### config.mk
export PLATFORM = sky130hd
export DESIGN_NAME = motor_speed_loop
export DESIGN_NICKNAME = d
export VERILOG_FILES = /design/src/rtl/motor_pkg.sv /design/src/rtl/motor_loop_math.sv /design/src/rtl/motor_speed_loop.sv
export SDC_FILE = /design/constraint.sdc
export NUM_CORES = 1
export LEC_CHECK = 0
export BUFFER_PORTS_ARGS = -buffer_cell sky130_fd_sc_hd__buf_4
export CORE_ASPECT_RATIO = 0.5
export CORE_MARGIN = 8
export CORE_UTILIZATION = 45
export DETAILED_ROUTE_END_ITERATION = 8
export GPL_ROUTABILITY_DRIVEN = 0
export PLACE_DENSITY = 0.65
export SLEW_MARGIN = 15
export SYNTH_ARGS = -nofsm -noshare
export SYNTH_HDL_FRONTEND = slang
export SYNTH_SLANG_ARGS = --single-unit
### constraint.sdc
create_clock -name sys_clk -period 13 [get_ports sys_clk]
set_input_delay 0.65 -clock sys_clk [delete_from_list [all_inputs] [get_ports sys_clk]]
set_output_delay 0.65 -clock sys_clk [all_outputs]
set_load 0.05 [all_outputs]
### src/rtl/motor_pkg.sv
// Shared definitions for the motor_controller register map and the speed-loop scheduler.
package motor_pkg;

    localparam logic [31:0] MC_CTRL_OFS = 32'h00;
    localparam logic [31:0] MC_POS_OFS  = 32'h10;
    localparam int          MC_EN_BIT   = 31;
    localparam int          MC_DIR_BIT  = 30;
    localparam int          MC_DUTY_MAX = 255;

    typedef enum logic [2:0] {
        ST_IDLE,
        ST_RD_POS,
        ST_CALC,
        ST_WR_CTL,
        ST_NEXT
    } loop_state_t;

endpackage

### src/rtl/motor_loop_math.sv
// Combinational velocity / integral-law datapath for one motor; shared across motors by the scheduler.
module motor_loop_math
    import motor_pkg::*;
#(
    parameter int KP_SHIFT = 4
) (
    input  logic [31:0] pos,
    input  logic [31:0] prev,
    input  logic [15:0] target,
    input  logic [8:0]  u_cur,
    output logic [15:0] vel,
    output logic [8:0]  u_next,
    output logic        dir,
    output logic [7:0]  cmp
);
    localparam logic signed [17:0] U_MAX = 18'(MC_DUTY_MAX);

    logic signed [31:0] delta;
    logic signed [15:0] vel_sat;
    logic signed [16:0] err;
    logic signed [16:0] err_shr;
    logic signed [17:0] u_sum;
    logic signed [8:0]  u_sat;

    always_comb begin
        // Modular difference handles encoder wrap; then clamp to the 16-bit velocity range.
        delta = $signed(pos - prev);
        if (delta > 32'sd32767) begin
            vel_sat = 16'sh7FFF;
        end else if (delta < -32'sd32768) begin
            vel_sat = 16'sh8000;
        end else begin
            vel_sat = delta[15:0];
        end

        err     = $signed({target[15], target}) - $signed({vel_sat[15], vel_sat});
        err_shr = err >>> KP_SHIFT;
        u_sum   = $signed({{9{u_cur[8]}}, u_cur}) + $signed({err_shr[16], err_shr});

        if (u_sum > U_MAX) begin
            u_sat = 9'(U_MAX);
        end else if (u_sum < -U_MAX) begin
            u_sat = 9'(-U_MAX);
        end else begin
            u_sat = u_sum[8:0];
        end
    end

    assign vel    = vel_sat;
    assign u_next = u_sat;
    assign dir    = u_sat[8];
    assign cmp    = 8'(u_sat[8] ? -u_sat : u_sat);

endmodule

### src/rtl/motor_speed_loop.sv
// Periodic Wishbone-master scheduler: reads each encoder, runs the integral speed law and
// writes enable/direction/PWM back to motor_controller.
module motor_speed_loop
    import motor_pkg::*;
#(
    parameter int          COUNT     = 4,
    parameter logic [31:0] BASE_ADDR = 32'h0,
    parameter int          PERIOD    = 50000,
    parameter int          KP_SHIFT  = 4,
    parameter int          TIMEOUT   = 64
) (
    input  logic                sys_clk,
    input  logic                sys_rst,
    input  logic                loop_en,
    input  logic [16*COUNT-1:0] target_vel,
    input  logic                clr_status,
    output logic [16*COUNT-1:0] vel,
    output logic                busy,
    output logic                overrun,
    output logic                bus_err,
    output logic                wbm_cyc,
    output logic                wbm_stb,
    output logic                wbm_we,
    output logic [31:0]         wbm_adr,
    output logic [3:0]          wbm_sel,
    output logic [31:0]         wbm_mosi,
    input  logic [31:0]         wbm_miso,
    input  logic                wbm_ack,
    input  logic                wbm_err
);
    localparam int IDX_W = (COUNT > 1) ? $clog2(COUNT) : 1;
    localparam int PRE_W = $clog2(PERIOD);
    localparam int TMO_W = $clog2(TIMEOUT + 1);
    localparam logic [IDX_W-1:0] IDX_LAST = IDX_W'(COUNT - 1);
    localparam logic [PRE_W-1:0] PRE_LAST = PRE_W'(PERIOD - 1);
    localparam logic [TMO_W-1:0] TMO_LAST = TMO_W'(TIMEOUT - 1);

    loop_state_t      state_reg, state_next;
    logic [IDX_W-1:0] idx_reg;
    logic [PRE_W-1:0] pre_reg;
    logic [TMO_W-1:0] tmo_reg;
    logic [31:0]      pos_reg;
    logic [31:0]      ctl_reg;
    logic [31:0]      ctl_word;
    logic             overrun_reg, bus_err_reg;
    logic             tick, xfer, xfer_ok, xfer_fail;

    logic [31:0] prev_arr   [COUNT];
    logic [8:0]  u_arr      [COUNT];
    logic        primed_arr [COUNT];
    logic [15:0] target_arr [COUNT];

    logic [15:0] math_vel;
    logic [8:0]  math_u_next;
    logic        math_dir;
    logic [7:0]  math_cmp;

    assign tick      = (pre_reg == PRE_LAST);
    assign busy      = (state_reg != ST_IDLE);
    assign xfer      = (state_reg == ST_RD_POS) || (state_reg == ST_WR_CTL);
    assign xfer_ok   = xfer && wbm_ack && !wbm_err;
    assign xfer_fail = xfer && (wbm_err || (!wbm_ack && tmo_reg == TMO_LAST));
    assign overrun   = overrun_reg;
    assign bus_err   = bus_err_reg;

    for (genvar gi = 0; gi < COUNT; gi++) begin : g_motor
        logic [31:0] prev_reg;
        logic [8:0]  u_reg;
        logic        primed_reg;
        logic [15:0] vel_reg;
        logic        calc_this;

        assign calc_this = (state_reg == ST_CALC) && (idx_reg == IDX_W'(gi));

        always_ff @(posedge sys_clk or negedge sys_rst) begin
            if (!sys_rst) begin
                prev_reg   <= '0;
                u_reg      <= '0;
                primed_reg <= 1'b0;
                vel_reg    <= '0;
            end else if (calc_this) begin
                if (!loop_en) begin
                    u_reg      <= '0;
                    primed_reg <= 1'b0;
                end else if (!primed_reg) begin
                    prev_reg   <= pos_reg;
                    primed_reg <= 1'b1;
                end else begin
                    prev_reg <= pos_reg;
                    u_reg    <= math_u_next;
                    vel_reg  <= math_vel;
                end
            end
        end

        assign prev_arr[gi]       = prev_reg;
        assign u_arr[gi]          = u_reg;
        assign primed_arr[gi]     = primed_reg;
        assign target_arr[gi]     = target_vel[16*gi +: 16];
        assign vel[16*gi +: 16]   = vel_reg;
    end

    motor_loop_math #(
        .KP_SHIFT (KP_SHIFT)
    ) u_math (
        .pos    (pos_reg),
        .prev   (prev_arr[idx_reg]),
        .target (target_arr[idx_reg]),
        .u_cur  (u_arr[idx_reg]),
        .vel    (math_vel),
        .u_next (math_u_next),
        .dir    (math_dir),
        .cmp    (math_cmp)
    );

    always_comb begin
        ctl_word = '0;
        if (loop_en) begin
            ctl_word[MC_EN_BIT]  = (math_u_next != '0);
            ctl_word[MC_DIR_BIT] = math_dir;
            ctl_word[7:0]        = math_cmp;
        end
    end

    always_ff @(posedge sys_clk or negedge sys_rst) begin
        if (!sys_rst) begin
            state_reg   <= ST_IDLE;
            idx_reg     <= '0;
            pre_reg     <= '0;
            tmo_reg     <= '0;
            pos_reg     <= '0;
            ctl_reg     <= '0;
            overrun_reg <= 1'b0;
            bus_err_reg <= 1'b0;
        end else begin
            state_reg <= state_next;
            pre_reg   <= tick ? '0 : pre_reg + PRE_W'(1);
            tmo_reg   <= (xfer && state_next == state_reg) ? tmo_reg + TMO_W'(1) : '0;
            if (state_reg == ST_IDLE && tick) begin
                idx_reg <= '0;
            end else if (state_reg == ST_NEXT && idx_reg != IDX_LAST) begin
                idx_reg <= idx_reg + IDX_W'(1);
            end
            if (state_reg == ST_RD_POS && xfer_ok) begin
                pos_reg <= wbm_miso;
            end
            if (state_reg == ST_CALC) begin
                ctl_reg <= ctl_word;
            end
            // Set beats clear when both happen in the same cycle.
            if (tick && busy) begin
                overrun_reg <= 1'b1;
            end else if (clr_status) begin
                overrun_reg <= 1'b0;
            end
            if (xfer_fail) begin
                bus_err_reg <= 1'b1;
            end else if (clr_status) begin
                bus_err_reg <= 1'b0;
            end
        end
    end

    always_comb begin
        state_next = state_reg;
        case (state_reg)
            ST_IDLE:   if (tick) state_next = ST_RD_POS;
            ST_RD_POS: begin
                if (xfer_ok) begin
                    state_next = ST_CALC;
                end else if (xfer_fail) begin
                    state_next = ST_NEXT;
                end
            end
            ST_CALC:   state_next = (loop_en && !primed_arr[idx_reg]) ? ST_NEXT : ST_WR_CTL;
            ST_WR_CTL: if (xfer_ok || xfer_fail) state_next = ST_NEXT;
            ST_NEXT:   state_next = (idx_reg == IDX_LAST) ? ST_IDLE : ST_RD_POS;
            default:   state_next = ST_IDLE;
        endcase
    end

    // Bus outputs decode straight from the state register so reset drops them without a clock.
    always_comb begin
        wbm_cyc  = 1'b0;
        wbm_stb  = 1'b0;
        wbm_we   = 1'b0;
        wbm_adr  = '0;
        wbm_sel  = '0;
        wbm_mosi = '0;
        case (state_reg)
            ST_RD_POS: begin
                wbm_cyc = 1'b1;
                wbm_stb = 1'b1;
                wbm_adr = BASE_ADDR + MC_POS_OFS + (32'(idx_reg) << 2);
                wbm_sel = 4'b1111;
            end
            ST_WR_CTL: begin
                wbm_cyc  = 1'b1;
                wbm_stb  = 1'b1;
                wbm_we   = 1'b1;
                wbm_adr  = BASE_ADDR + MC_CTRL_OFS + (32'(idx_reg) << 2);
                wbm_sel  = 4'b1001;
                wbm_mosi = ctl_reg;
            end
            default: ;
        endcase
    end

endmodule

==> summary.txt, run 1 <==
Layout
  – Final cell area excluding filler cells: 19,460 um2
  – Net count, final: 1,884
  – Layout overhead on the synthesized area: 15.70%
  – Fill cell instance count of the final layout: 3,291
  – Max FFs per register: about 130
  – Most frequent cells in the layout: sky130_fd_sc_hd__dfrtp_1, sky130_fd_sc_hd__buf_4, sky130_fd_sc_hd__nand2_1, sky130_fd_sc_hd__mux2_2, sky130_fd_sc_hd__o21ai_0
  – Final Non-Filler Cells: around 2,200
  – Most common cell after layout, fill and taps aside: sky130_fd_sc_hd__dfrtp_1
  – Layout cells sized above 1: 0.2865

Worst setup path
  – Type of origin of the critical path: flop
  – Slowest library cell on the worst path: sky130_fd_sc_hd__dfrtp_4
  – Reg-to-reg setup timing slack: approximately 2.5 ns
  – Origin of the critical flop-to-flop path: idx_reg[0]
  – Setup crit end kind: flop
  – Category of the critical setup timing path: flop to flop
  – Register-to-Register Path Depth: 36
  – Most Frequent Cell on Critical Path: sky130_fd_sc_hd__a21o_1
  – Reg2reg end: ctl_reg[0]
  – Signal arrival time at the worst endpoint: 10.91 ns
  – Data required time at the worst endpoint: 13.41 ns
  – Maximum net fanout on the critical path: 43
  – Crit path largest cell delay: between 0.9 and 1 ns

Synth
  – Total number of yosys warnings: 0
  – Avg Cell Area, Syn: 10.91 um2
  – Netlist area before placement: 16,820 um2
  – Fraction of registers with async set or reset after synthesis: 1.000
  – Flip-flop and latch count after synthesis: slightly above 300
  – Post-synthesis cell type count: 70
  – Proportion of synthesized chip area in sequential cells: 0.4523
  – Commonest register cell after synthesis: sky130_fd_sc_hd__dfrtp_1
  – Gate Count Post-Synth: 1,542
  – Number of synthesized flops with an enable pin: 0

Floorplanning
  – Core area: 37,100 um2
  – Count of pins on the block boundary: 240
  – Vertical die dimension: 152.7 um
  – Initial cell density of the core: 0.4534
  – Die Footprint: 44,200 um2
  – Overall die width: 289.4 um
  – Standard-cell rows: 50

STA
  – Final Skew: 0.02625 ns
  – Worst max-slew margin expressed relative to the limit: 0.3041
  – Post-route clock period utilization: 0.8072
  – Fmax achieved: 0.09530 GHz
  – Final sum of negative setup slack: 0 ns
  – Final number of max-transition violations: 0
  – Setup repair after global routing missed its margin: no
  – Number of hold-slack violations in the final timing report: 0
  – Time the worst path needs with I/O delays and setup: 10.49 ns
  – Slew @ Worst Pin: about 1.0 ns
  – Total of endpoints with negative setup slack in the final report: 0

Drt
  – Routed length on met2: 19.73 mm
  – Drt total wl: between 40 and 50 mm
  – Final routed DRC violation total: 0
  – Met3 wire length: 1.808 mm
  – Starting DRT DRC Count: 714
  – Post-detailed-route count of antenna-violating nets: 0
  – DR vias/cell: between 5 and 6
  – Total iterations of the first detailed-routing run: 4
  – Wire length on met1: between 15 and 20 mm
  – Top Layer Used: met4
  – Via count of the routed design: 12,031
  – Wire length per cell after detailed routing: ~18 um

Clock network
  – TritonCTS clock tree: yes
  – Deepest level of the CTS H-tree: 1
  – Clock latency at the later pin of the worst-skew pair: roughly 0.57 ns
  – Clock Tree Buf Depth: 3
  – Clock slew at reported path FFs: ~0.060 ns
  – Number of buffers added for setup after CTS: 0
  – CTS-repair resized insts: 0
  – Number of buffers inserted by hold repair at cts: 0
  – Number of buffers created by CTS: 29
  – Clock sink count: 304
  – Root buffer cell: sky130_fd_sc_hd__clkbuf_16

Placed design
  – DPL Wire Length: a little under 30 mm
  – Post-detailed-placement cell area: 18,530 um2
  – I/O Buffers: 188
  – Cell Count Post-Placement: around 2,200

GRT
  – Remaining global-route overflow: 0
  – Tot GR Track Use: 0.1830
  – Number of antenna violations at the first check in global routing: 2
  – Via count of the first global-routing pass: roughly 12,000
  – Largest net degree at the start of global routing: 106
  – Global-route wire length before repair: 66.32 mm

Run
  – Number of violations of the max-capacitance limit: 0

Hold path
  – Hold/Removal Path Class: input pin to async pin

Outcome
  – Status: complete, no violations
==> synthesized netlist by cell type, drive strengths merged, types with 4 or more instances <==
library cell  instances  area, um2
a211oi                4      30.03
a21o                 19      142.6
a21oi                75      397.9
a22o                  6      52.55
a31oi                10      62.56
and2                  5      31.28
and3                 25      156.4
buf                  69      479.2
clkbuf               50      187.7
dfrtp               304       7607
ha                   68      850.8
inv                  63      236.5
mux2                160       1802
mux2i                 4      40.04
mux4                 58       1306
nand2               179      671.9
nand2b               17      106.4
nand3                26      130.1
nand4                12      75.07
nor2                 69      259.0
nor2b                 8      50.05
nor3                 13      65.06
nor4                  5      37.53
o211ai                8      60.06
o21a                  8      60.06
o21ai               148      744.5
o31ai                11      106.4
or3                   8      50.05
xnor2                35      306.5
xor2                 34      297.8
==> critical path, delay by kind of cell (launching register included) <==
family / cells / cell delay, ns
adder cells (fa/ha/maj): 4 / 1.29
AO/OA/AOI/OAI: 19 / 4.54
AND/OR/NAND/NOR: 9 / 2.52
XOR/XNOR: 2 / 0.28
buffers and inverters: 1 / 0.05
flip-flops: 1 / 0.99
multiplexers: 1 / 0.60
==> cell families (layout without fill, tap and decap cells) <==
family                   Yosys count  after routing  synth area share
AND/OR/NAND/NOR                  377            377            0.1024
AO/OA/AOI/OAI                    316            316            0.1151
flip-flops                       304            304            0.4523
multiplexers                     222            222            0.1872
buffers and inverters            183            322           0.05393
adder cells (fa/ha/maj)           70             70           0.05296
XOR/XNOR                          69             69           0.03593
other                              1             52         0.0002230
==> stage by stage <==
stage	hold slack [ns]	worst slack (ns)	util
after global routing	0.1588	1.594	0.5245
after detailed placement	0.4471	2.675	0.4996
after floorplan	0.3544	3.500	-
after global placement	0.4453	2.929	0.4996
final	0.1059	2.507	0.5246
after CTS	0.1355	2.629	0.5245
==> final cells by class <==
cell class                 count  area (um2)  share of cell area
antenna                        1       2.502           0.0001286
clock buffer                  40       817.0             0.04198
clock inverter                10       107.6            0.005529
inverter                      64       240.2             0.01234
multi-input combinational   1105        8494              0.4365
sequential                   304        7612              0.3912
tap                          494       618.1             0.03176
timing repair buffer         208        1569             0.08062
==> worst max-delay path by stage <==
| stage | startpoint | to | slack (ns) | cells after the start |
|---|---|---|---|---|
| after CTS | idx_reg[0] | g_motor[2].u_reg[2] | 2.63 | 33 |
| after global placement | idx_reg[0] | g_motor[1].u_reg[0] | 2.93 | 36 |
| final | idx_reg[0] | ctl_reg[0] | 2.51 | 36 |
| after floorplan | idx_reg[0] | g_motor[3].u_reg[7] | 3.50 | 39 |
| after global routing | idx_reg[0] | ctl_reg[0] | 1.59 | 36 |
| after detailed placement | idx_reg[0] | g_motor[2].u_reg[2] | 2.68 | 33 |
==> per-layer routing <==
| metal | up-vias | track usage |
|---|---|---|
| li1 | 5738 | - |
| met1 | 5980 | 0.2448 |
| met2 | 247 | 0.3084 |
| met3 | 66 | 0.02710 |
| met4 | 0 | 0.04915 |
| met5 | - | 0 |
Power of run 1 is left out: the tool's default activity adds up to more than one toggle a clock period on the data nets, which glitch-free logic cannot reach.
==> inputs of run 2 (changes only) <==
==> constraint.sdc (replaced) <==
create_clock -name sys_clk -period 10.1 [get_ports sys_clk]
set_input_delay 0.505 -clock sys_clk [delete_from_list [all_inputs] [get_ports sys_clk]]
set_output_delay 0.505 -clock sys_clk [all_outputs]
set_load 0.05 [all_outputs]
==> summary.txt, run 2 (same netlist as run 1, synthesis figures left out) <==
GRT
  – Met3 layer usage reported by global route: 0.02992 (+0.002829)
  – Largest net degree at the start of global routing: 105 (-0.94%)
  – GR met2 Demand/Resource: 0.3041 (-0.004381)
  – Most utilized layer in the global route result: met2
  – Number of antenna violations at the first check in global routing: 1 (-1)
  – GR Layer Usage met1: 0.2483 (+0.003477)
  – Global-route wire length before repair: 66.26 mm (about the same)
  – Tot GR Track Use: 0.1826 (-0.0003810)
  – Via count of the first global-routing pass: 12,019 (-0.58%)
  – Remaining global-route overflow: 0 (unchanged)

Clock network
  – Clock sink count: 304 (unchanged)
  – TritonCTS clock tree: yes
  – Deepest level of the CTS H-tree: 1 (unchanged)
  – Clock slew at reported path FFs: 0.07 ns (about the same)
  – Clock latency at the later pin of the worst-skew pair: 0.57 ns (about the same)
  – Clock Tree Buf Depth: 3 (unchanged)
  – Root buffer cell: sky130_fd_sc_hd__clkbuf_16
  – Number of buffers created by CTS: 29 (unchanged)

Layout
  – Final Non-Filler Cells: 2,244 (+0.81%)
  – Most frequent cells in the layout: sky130_fd_sc_hd__dfrtp_1, sky130_fd_sc_hd__buf_4, sky130_fd_sc_hd__nand2_1, sky130_fd_sc_hd__mux2_2, sky130_fd_sc_hd__o21ai_0
  – Layout cells sized above 1: 0.2954 (+0.008889)
  – Most common cell after layout, fill and taps aside: sky130_fd_sc_hd__dfrtp_1
  – Net count, final: 1,899 (+0.80%)
  – Layout overhead on the synthesized area: 17.26%
  – Max FFs per register: 128 (unchanged)
  – Diode count: 0 (-1)

STA
  – Final Skew: 0.01992 ns (-0.006326 ns)
  – Post-route clock period utilization: 0.9296 (+0.1224)
  – Fmax achieved: 0.1065 GHz (+12%)
  – Worst max-slew margin expressed relative to the limit: 0.2976 (-0.006471)
  – Final sum of negative setup slack: 0 ns (unchanged)
  – Number of hold-slack violations in the final timing report: 0 (unchanged)
  – Time the worst path needs with I/O delays and setup: 9.389 ns (-1.104 ns)
  – Slack of the critical path: 0.7113 ns (-1.796 ns)
  – Total of endpoints with negative setup slack in the final report: 0 (unchanged)
  – Final number of max-transition violations: 0 (unchanged)
  – Setup repair after global routing missed its margin: no
  – Slew @ Worst Pin: 1.051 ns (+0.009678 ns)

Drt
  – Drt total wl: 41.44 mm (+1.4%)
  – Final routed DRC violation total: 0 (unchanged)
  – Post-detailed-route count of antenna-violating nets: 0 (unchanged)
  – Via count of the routed design: 12,032 (+0.0083%)
  – Wire length per cell after detailed routing: 18.47 um (+0.60%)
  – Starting DRT DRC Count: 806 (+13%)
  – DR vias/cell: 5.362 (-0.79%)
  – Total iterations of the first detailed-routing run: 4 (unchanged)

Placed design
  – Cell Count Post-Placement: 2,184 (+0.41%)
  – Setup slack after placement: 0.6437 ns (-2.031 ns)
  – I/O Buffers: 188 (unchanged)
  – DPL Wire Length: 29.71 mm (+0.77%)

Worst setup path
  – Setup crit end kind: flop
  – Most Frequent Cell on Critical Path: sky130_fd_sc_hd__a21o_1
  – Register-to-Register Path Depth: 38 (+5.6%)
  – Slowest library cell on the worst path: sky130_fd_sc_hd__dfrtp_4
  – Signal arrival time at the worst endpoint: 9.83 ns (-1.08 ns)
  – Maximum net fanout on the critical path: 28 (-35%)
  – Crit path largest cell delay: 0.70 ns (-0.29 ns)
  – Category of the critical setup timing path: flop to flop
  – Type of origin of the critical path: flop
  – Data required time at the worst endpoint: 10.55 ns (-2.86 ns)

Outcome
  – Status: complete, no violations

Run
  – Number of violations of the max-capacitance limit: 0 (unchanged)

Floorplanning
  – Vertical die dimension: 152.7 um (unchanged)
  – Core area: 37,100 um2 (unchanged)
  – Overall die width: 289.4 um (unchanged)
  – Die Footprint: 44,200 um2 (unchanged)
  – Count of pins on the block boundary: 240 (unchanged)
  – Initial cell density of the core: 0.4534 (unchanged)
  – Standard-cell rows: 50 (unchanged)

Hold path
  – Hold/Removal Path Class: input pin to flop
  – Worst Hold Path Cells: 2
[run 2: worst paths after layout]
check | from | to | slack [ns]
setup / recovery | idx_reg[1] | g_motor[3].u_reg[7] | 0.71
max in group asynchronous | sys_rst | g_motor[3].vel_reg[13] | 7.99
hold / removal | clr_status | bus_err | 0.14
hold reg to reg | pre_reg[0] | pre_reg[0] | 0.46
min in group asynchronous | sys_rst | pre_reg[2] | 0.55
setup reg to reg | idx_reg[1] | g_motor[3].u_reg[7] | 0.71
[run 2: area by class of cell]
cell class / instances / area, um2
clock inverter: 15 / 216.5
multi-input combinational: 1105 / 8501
tap: 494 / 618.1
clock buffer: 39 / 823.3
timing repair buffer: 223 / 1709
sequential: 304 / 7615
inverter: 64 / 240.2
fill: 3305 / 17380
[run 2: worst max-delay path, delay by kind of cell (launching register included)]
| family | cells | cell delay (ns) |
|---|---|---|
| AOI/OAI and AO/OA | 19 | 4.03 |
| xor gates and xnor gates | 2 | 0.28 |
| adders and majority gates | 4 | 1.14 |
| buffers and inverters | 3 | 0.37 |
| DFF | 1 | 0.70 |
| muxes | 2 | 0.63 |
| and+or+nand+nor | 8 | 2.11 |
[run 2: routing by layer]
metal | vias up | part of all wire
li1 | 5776 | -
met1 | 5962 | 0.45
met2 | 230 | 0.48
met3 | 64 | 0.044
met4 | 0 | 0.023
met5 | - | 0
[run 2: metrics by stage]
stage	util	hold WS (ns)	cell area (um2)
2_1_floorplan	-	0.2094	17010
3_3_place_gp	0.5014	0.4441	18600
3_5_place_dp	0.5014	0.4491	18600
4_1_cts	0.5297	0.1164	19650
5_1_grt	0.5316	0.1377	19720
6_report	0.5316	0.1386	19720
[run 2: what timing repair did]
item	CTS	global route
hold endpoints to repair	4	0
hold buffers	1	0
setup endpoints to repair	0	24
setup buffers	0	4
resized for setup	0	2
Power of run 2 is left out for the same reason.
==> inputs of run 3 (changes only) <==
--- a/config.mk
+++ b/config.mk
@@ -7,10 +7,11 @@
 export LEC_CHECK = 0
 export BUFFER_PORTS_ARGS = -buffer_cell sky130_fd_sc_hd__buf_4
 export CORE_ASPECT_RATIO = 0.5
-export CORE_MARGIN = 8
+export CORE_MARGIN = 2
 export CORE_UTILIZATION = 45
 export DETAILED_ROUTE_END_ITERATION = 8
 export GPL_ROUTABILITY_DRIVEN = 0
+export GPL_TIMING_DRIVEN = 0
 export PLACE_DENSITY = 0.65
 export SLEW_MARGIN = 15
 export SYNTH_ARGS = -nofsm -noshare
==> summary.txt, run 3 (same netlist as run 1, synthesis figures left out) <==
GRT
  – Global-route wire length before repair: 67.90 mm (+2.5%)
  – Largest net degree at the start of global routing: 103 (-1.9%)
  – Tot GR Track Use: 0.2180 (+0.03533)
  – Remaining global-route overflow: 0 (unchanged)
  – Via count of the first global-routing pass: 12,244 (+1.9%)
  – Number of antenna violations at the first check in global routing: 1 (unchanged)

STA
  – Slew @ Worst Pin: 1.116 ns (+0.06551 ns)
  – Time the worst path needs with I/O delays and setup: 9.772 ns (+0.3835 ns)
  – Fmax achieved: 0.1023 GHz (-3.9%)
  – Worst max-slew margin expressed relative to the limit: 0.2559 (-0.04171)
  – Final Skew: 0.01408 ns (-0.005841 ns)
  – Number of hold-slack violations in the final timing report: 0 (unchanged)
  – Final number of max-transition violations: 0 (unchanged)
  – Total of endpoints with negative setup slack in the final report: 0 (unchanged)
  – Setup repair after global routing missed its margin: yes
  – Hold slack final: 0.1370 ns (-0.001639 ns)
  – Post-route clock period utilization: 0.9675 (+0.03797)
  – Final sum of negative setup slack: 0 ns (unchanged)

Floorplanning
  – Vertical die dimension: 140.7 um (-7.9%)
  – Overall die width: 277.4 um (-4.1%)
  – Standard-cell rows: 49 (-2.0%)
  – Count of pins on the block boundary: 240 (unchanged)
  – Core area: 36,360 um2 (-2.0%)
  – Initial cell density of the core: 0.4626 (+0.009253)
  – Die Footprint: 39,030 um2 (-12%)

Worst setup path
  – Register-to-Register Path Depth: 41 (+7.9%)
  – Most Frequent Cell on Critical Path: sky130_fd_sc_hd__a21o_1
  – Slowest library cell on the worst path: sky130_fd_sc_hd__or4_4
  – Type of origin of the critical path: flop
  – Reg2reg end: g_motor[3].u_reg[7]
  – Category of the critical setup timing path: flop to flop
  – Critical path endpoint: g_motor[3].u_reg[7]
  – Maximum net fanout on the critical path: 10 (-64%)
  – Setup crit start: idx_reg[0]
  – Reg-to-reg setup timing slack: 0.33 ns (-0.38 ns)
  – Origin of the critical flop-to-flop path: idx_reg[0]
  – Data required time at the worst endpoint: 10.55 ns (about the same)
  – Setup crit end kind: flop
  – Signal arrival time at the worst endpoint: 10.22 ns (+0.39 ns)
  – Crit path largest cell delay: 0.52 ns (-0.18 ns)

Run
  – Number of violations of the max-capacitance limit: 0 (unchanged)

Layout
  – Final Core Density: 0.5627 (+0.03105)
  – Final Non-Filler Cells: 2,332 (+3.9%)
  – Layout cells sized above 1: 0.3194 (+0.02401)
  – Net count, final: 1,997 (+5.2%)
  – Most frequent cells in the layout: sky130_fd_sc_hd__dfrtp_1, sky130_fd_sc_hd__buf_4, sky130_fd_sc_hd__nand2_1, sky130_fd_sc_hd__mux2_2, sky130_fd_sc_hd__o21ai_0
  – Max FFs per register: 128 (unchanged)
  – Layout overhead on the synthesized area: 21.62%
  – Most common cell after layout, fill and taps aside: sky130_fd_sc_hd__dfrtp_1

Drt
  – Final routed DRC violation total: 0 (unchanged)
  – DR vias/cell: 5.391 (+0.55%)
  – Wire length per cell after detailed routing: 18.15 um (-1.7%)
  – Via count of the routed design: 12,572 (+4.5%)
  – Drt total wl: 42.34 mm (+2.2%)
  – Total iterations of the first detailed-routing run: 5 (+1)
  – Starting DRT DRC Count: 839 (+4.1%)
  – Post-detailed-route count of antenna-violating nets: 0 (unchanged)

Clock network
  – Clock slew at reported path FFs: 0.07 ns (about the same)
  – Deepest level of the CTS H-tree: 1 (unchanged)
  – TritonCTS clock tree: yes
  – Number of buffers created by CTS: 29 (unchanged)
  – Clock Tree Buf Depth: 3 (unchanged)
  – Clock sink count: 304 (unchanged)
  – Root buffer cell: sky130_fd_sc_hd__clkbuf_16
  – Clock latency at the later pin of the worst-skew pair: 0.57 ns (about the same)

Outcome
  – Status: complete, no violations

Placed design
  – DPL Wire Length: 30.92 mm (+4.1%)
  – Cell Count Post-Placement: 2,267 (+3.8%)
  – I/O Buffers: 188 (unchanged)

Hold path
  – Hold/Removal Path Class: input pin to flop
## run 3: cell types whose count changed in the layout (fill, tap and decap cells not counted), sizes merged
cell,delta
buf,+50
clkbuf,+45
clkinv,+3
bufinv,-2
clkinvlp,+1
diode,+1
## run 3: critical path, delay by kind of cell (launching register included)
kind	cells	cell delay, ns
compound gates	19	3.69
xor+xnor	3	0.73
fa+ha+maj	4	1.37
buf+inv	4	0.71
flops	1	0.42
mux	2	0.76
simple gates	9	1.95
## run 3: layout make-up
class,instances,area [um2]
multi-input combinational,1105,8671
sequential,304,7607
fill,3172,15900
inverter,64,240.2
timing repair buffer,202,1587
tap,484,605.6
clock inverter,17,181.4
clock buffer,36,812.0
antenna,1,2.502
buffer,119,750.7
## run 3: per-layer routing
| layer | wire (um) | up-vias | part of all wire | global-route usage |
|---|---|---|---|---|
| met3 | 2425 | 49 | 0.057 | 0.03580 |
| li1 | - | 5977 | - | - |
| met5 | 0 | - | 0 | 0 |
| met1 | 19190 | 6243 | 0.45 | 0.3095 |
| met4 | 622 | 0 | 0.015 | 0.03862 |
| met2 | 20100 | 303 | 0.47 | 0.3584 |
## run 3: per-stage QoR
step                setup WS (ns)  cell area, um2
finish                     0.3278           20460
global route             -0.07690           20450
CTS                       0.03730           20270
detailed placement         -1.946           19110
global placement           -1.926           19020
floorplan                  0.5998           17010
## run 3: worst min-delay path by stage
stage	start	cells after the start	endpoint	slack [ns]
finish	clr_status	2	bus_err	0.14
global placement	tmo_reg[0]	1	tmo_reg[0]	0.45
detailed placement	tmo_reg[0]	1	tmo_reg[0]	0.45
global route	clr_status	2	bus_err	0.13
floorplan	sys_rst	0	bus_err	0.21
CTS	clr_status	2	bus_err	0.12
## run 3: repair_timing
item,CTS,global route
hold buffers,1,0
hold endpoints to repair,67,0
resized for setup,47,53
buffers inserted,2,8
setup endpoints to repair,46,41
pin swaps,1,8
Power of run 3 is left out for the same reason.
